===== src/rtl/regfile_pkg.sv =====
// Shared definitions for the register file write-port scheduler: sizes,
// FSM state encoding and the write-port grant source.
package regfile_pkg;

  localparam int unsigned NREGS    = 32;
  localparam int unsigned ADDR_W   = 5;
  localparam int unsigned DATA_W   = 32;
  localparam int unsigned REG_ZERO = 0;

  typedef enum logic {
    CLEAR = 1'b0,
    RUN   = 1'b1
  } state_t;

  typedef enum logic [1:0] {
    NONE = 2'd0,
    CLR  = 2'd1,
    CORE = 2'd2,
    DBG  = 2'd3
  } grant_t;

endpackage


===== src/rtl/regfile_write_scheduler_starve_counter.sv =====
// Counts consecutive cycles a debug request waits; raises force_dbg for the
// cycle after the wait count reaches LIMIT.
module starve_counter #(
  parameter int unsigned LIMIT = 8
) (
  input  logic clk,
  input  logic rst_n,
  input  logic en,
  input  logic dbg_valid,
  input  logic dbg_ready,
  output logic force_dbg
);

  logic [7:0] cnt;
  logic [7:0] cnt_inc;
  logic       waiting;

  assign waiting = en && dbg_valid && !dbg_ready;
  assign cnt_inc = (cnt == 8'hFF) ? cnt : cnt + 8'd1;

  // A force cycle always either accepts debug or sees it dropped, so waiting
  // is low there and both the count and force clear on the following edge.
  always_ff @(posedge clk or negedge rst_n) begin
    if (!rst_n) begin
      cnt       <= '0;
      force_dbg <= 1'b0;
    end else begin
      cnt       <= waiting ? cnt_inc : '0;
      force_dbg <= waiting && (32'(cnt_inc) >= LIMIT);
    end
  end

endmodule


===== src/rtl/regfile_write_scheduler.sv =====
// Owns the register file write port: clears x1..x31 after reset, then
// arbitrates core writeback (priority) against a starvation-protected debug writer.
module regfile_write_scheduler #(
  parameter int unsigned NREGS        = regfile_pkg::NREGS,
  parameter int unsigned ADDR_W       = regfile_pkg::ADDR_W,
  parameter int unsigned DATA_W       = regfile_pkg::DATA_W,
  parameter int unsigned STARVE_LIMIT = 8
) (
  input  logic              clk,
  input  logic              rst_n,
  input  logic              core_we,
  input  logic [ADDR_W-1:0] core_rd,
  input  logic [DATA_W-1:0] core_wdata,
  input  logic              dbg_valid,
  input  logic [ADDR_W-1:0] dbg_rd,
  input  logic [DATA_W-1:0] dbg_wdata,
  output logic              dbg_ready,
  output logic              core_stall,
  output logic              init_done,
  output logic              rf_write_signal,
  output logic [ADDR_W-1:0] rf_write_reg,
  output logic [DATA_W-1:0] rf_write_data
);

  import regfile_pkg::*;

  state_t            state;
  logic [ADDR_W-1:0] clr_cnt;
  logic              force_dbg;
  grant_t            grant;
  logic              core_wr_ok;

  assign core_wr_ok = core_we && (core_rd != ADDR_W'(REG_ZERO));
  assign init_done  = (state == RUN);

  always_ff @(posedge clk or negedge rst_n) begin
    if (!rst_n) begin
      state   <= CLEAR;
      clr_cnt <= ADDR_W'(1);
    end else if (state == CLEAR) begin
      clr_cnt <= clr_cnt + ADDR_W'(1);
      if (clr_cnt == ADDR_W'(NREGS - 1)) state <= RUN;
    end
  end

  // The reset state alone would present the first clear write, so the
  // port is explicitly held idle while rst_n is low.
  always_comb begin
    grant      = NONE;
    dbg_ready  = 1'b0;
    core_stall = 1'b1;
    if (rst_n) begin
      if (state == CLEAR) begin
        grant = CLR;
      end else begin
        core_stall = force_dbg;
        if (force_dbg) begin
          if (dbg_valid) begin
            grant     = DBG;
            dbg_ready = 1'b1;
          end
        end else if (core_wr_ok) begin
          grant = CORE;
        end else if (dbg_valid) begin
          grant     = DBG;
          dbg_ready = 1'b1;
        end
      end
    end
  end

  always_comb begin
    rf_write_signal = 1'b0;
    rf_write_reg    = '0;
    rf_write_data   = '0;
    case (grant)
      CLR: begin
        rf_write_signal = 1'b1;
        rf_write_reg    = clr_cnt;
      end
      CORE: begin
        rf_write_signal = 1'b1;
        rf_write_reg    = core_rd;
        rf_write_data   = core_wdata;
      end
      DBG: begin
        if (dbg_rd != ADDR_W'(REG_ZERO)) begin
          rf_write_signal = 1'b1;
          rf_write_reg    = dbg_rd;
          rf_write_data   = dbg_wdata;
        end
      end
      default: ;
    endcase
  end

  starve_counter #(
    .LIMIT(STARVE_LIMIT)
  ) u_starve (
    .clk      (clk),
    .rst_n    (rst_n),
    .en       (state == RUN),
    .dbg_valid(dbg_valid),
    .dbg_ready(dbg_ready),
    .force_dbg(force_dbg)
  );

endmodule


===== config.mk =====
export PLATFORM = sky130hd
export DESIGN_NAME = regfile_write_scheduler
export DESIGN_NICKNAME = d
export VERILOG_FILES = /design/src/rtl/regfile_pkg.sv /design/src/rtl/regfile_write_scheduler_starve_counter.sv /design/src/rtl/regfile_write_scheduler.sv
export SDC_FILE = /design/constraint.sdc
export NUM_CORES = 1
export LEC_CHECK = 0
export CAP_MARGIN = 15
export CORE_MARGIN = 1.5
export CORE_UTILIZATION = 30
export DETAILED_ROUTE_END_ITERATION = 12
export DONT_BUFFER_PORTS = 1
export GPL_ROUTABILITY_DRIVEN = 0
export PLACE_DENSITY = 0.52
export SYNTH_ARGS = -nofsm -noshare
export SYNTH_HDL_FRONTEND = slang
export SYNTH_SLANG_ARGS = --single-unit

===== constraint.sdc =====
create_clock -name clk -period 1.8 [get_ports clk]
set_input_delay 0.36 -clock clk [delete_from_list [all_inputs] [get_ports clk]]
set_output_delay 0.36 -clock clk [all_outputs]
set_load 0.01 [all_outputs]

==> metrics <==
outcome finished with violations; failing checks setup timing; global router's overall resource usage 15.86%; vias in the first global route 1081; CTS Buf Count 3; Arr. time, crit path 1.61 ns; worst endpoint required time 1.44 ns; clock skew 0.005663 ns; first-pass GRT wire length 5.478 mm; Final ANT Viol Nets 0; power consumption 803.1 uW; clk buf depth 2; CTS tree built; Initial DRC Count 31; Max VDD drop 0.4747 mV; synthesized area 1289 sq um; WL final 4.191 mm; TritonCTS Sinks 15; worst hold slack 0.4354 ns; Buffers & Inverters on Critical Path 0; Final WS setup -0.1665 ns; synth unique cells 40; Worst-Margin Slew 0.6842 ns; syn avg cell area 9.339 sq um; fin area 1461 sq um; Final period util 109.3%; Hold WC Path Type input pin to flip-flop; Crit Path Class flip-flop to primary output; cell total after placement 182; hpwl dp 3.015 mm; fin nets 223; CP peak stage delay 0.39 ns; vias post-DR 1179; worst path cell trace nor2b_2 > a21bo_4 > and2_4 > or3_4; register area 376.6 sq um; synth-to-layout area growth 13.40%; slowest CP cell dfrtp_1; die area 4698 sq um; initial antenna violation count 0; leakage dissipation 0.0006368 uW; max-slew violations 0; register area share after synthesis 29.22%; H-tree Lvls 1; layout cells sized above 1 26.95%; post-placement cell area 1285 sq um; Post-synth top flop dfrtp_1; post-synthesis cell count 138; fin util 36.02%; number of flops mapped to enable cells by yosys 0; Crit Path Max Fanout 6; IO buf count 0; Fill cells 417; largest net degree at the start of global routing 34; Synth Register Bits 15; Clk Latency, worst-skew pair 0.24 ns; CP delay by family, top simple AND/OR/NAND/NOR gates; vias per cell 6.173; unrepaired setup endpoints after global routing true; pwr dens 549.5 nW/um^2; async set or reset register ratio after synthesis 100.0%; FP Rows 23; Slew Limit Headroom 54.23%; Worst Reg-to-Reg Cells 4; core area 4058 sq um; # DRC 0; Die X 68.54 um; DRT Pass-1 Iters 4; chip height 68.54 um; Worst Hold Depth 2; number of non-filler instances in the completed layout 191; Synth Warn # 0; Startpoint Class flip-flop; grt total ovfl 0; Initial Util 31.76%; # IOs 119; n_diodes 0; # Max-Cap Violations 0; Period minus WS final 1.967 ns; CP Depth 4; Fmax 508.5 MHz; final setup violation count 34; Hold Vio Cnt, Final 0; Worst Setup End Kind primary output; root buffer cell clkbuf_8; clock slew at reported path FFs 0.06 ns; Net Count, Synth 219; area of the multi-input gates 870.8 sq um; Avg WL per Cell 21.94 um
[through the flow]
step | TNS [ns] | worst slack (ns)
finish | -4.476 | -0.1665
global route | -9.048 | -0.2864
CTS | -4.461 | -0.1515
detailed placement | -1.358 | -0.05712
global placement | -0.01220 | -0.01220
floorplan | 0 | 0.06680
[cell type report]
class                           count  area share (%)
Clock buffer                        3           2.825
Clock inverter                      1          0.3425
Inverter                            9           2.312
Multi-Input combinational cell    106           59.59
Sequential cell                    15           25.77
Tap cell                           50           4.281
Timing Repair Buffer                7           4.880
[placed cells by master, fill, tap and decap left out, drive strengths merged, types with 3 or more instances in the layout]
master and instances:
inv 9, buf 6, o21ai 7, nand3 5
and2 4, dfrtp 14, and3 3, ha 3
nor2 10, a22o 32, a22oi 5, nand4 3
nor3 3, nand2 3, xnor2 4, nor4 3
clkbuf 3
[cell families after synthesis]
family	Yosys count	share of synthesized area, %
AOI/OAI and AO/OA	53	32.91
and+or+nand+nor	39	17.38
buffers and inverters	20	11.65
DFF	15	29.22
xor gates and xnor gates	5	3.398
muxes	3	2.524
adders and majority gates	3	2.913
[per-layer routing]
metal	GRT usage (%)	vias to the layer above	routed length (um)
met2	30.41	58	2288
met4	3.500	0	42
met5	0	-	0
li1	-	536	-
met1	18.37	581	1616
met3	2.273	4	244
[state kept, by name, summed over array words and instances (netlist names)]
signal              cells
u_starve.force_dbg      1
clr_cnt                 5
u_starve.cnt            8
init_done               1
[worst paths after layout]
| check | from | to | slack [ns] |
|---|---|---|---|
| max in group asynchronous | rst_n | u_starve.cnt[7]$_DFF_PN0_ | 0.76 |
| hold / removal | rst_n | u_starve.cnt[5]$_DFF_PN0_ | 0.44 |
| setup / recovery | u_starve.force_dbg$_DFF_PN0_ | rf_write_signal | -0.17 |
| min in group asynchronous | rst_n | clr_cnt[1]$_DFFE_PN0N_ | 0.59 |
| hold reg to reg | clr_cnt[3]$_DFFE_PN0N_ | clr_cnt[3]$_DFFE_PN0N_ | 0.52 |
| setup reg to reg | clr_cnt[0]$_DFFE_PN1N_ | clr_cnt[4]$_DFFE_PN0N_ | 0.29 |
[worst reg2reg max path: cells and delay by family (launching register included)]
kind	cells	cell delay [ns]
DFF	1	0.58
adders and majority gates	2	0.40
muxes	1	0.26
and+or+nand+nor	1	0.17
[synthesized netlist by cell type (all sizes together) (2+ instances only)]
master,instances,area share (%)
a21oi,2,0.78
a22o,32,22
a22oi,5,2.9
a31oi,2,0.97
and3,3,1.5
buf,10,8.7
dfrtp,14,27
ha,3,2.9
inv,9,2.6
mux2,2,1.7
nand2,3,0.87
nand3,5,1.9
nand4,3,1.5
nor2,10,2.9
nor2b,2,0.97
nor3,3,1.2
nor4,3,2.6
o21ai,7,2.7
xnor2,4,2.7
[timing repair]
item | 4_1_cts | 5_1_grt
gates resized for setup | 9 | 10
endpoints found under the hold margin | 15 | 0
setup endpoints to repair | 33 | 39
pin swaps | 0 | 2
setup buffers | 0 | 1
hold buffers | 1 | 0
cloned | 3 | 0
[where the power goes]
part | switching, uW | internal (uW)
clock network | 116 | 153
logic | 110 | 78.8
registers | 4.86 | 341
total | 230 | 573
Power figures use the tool's default switching activity.
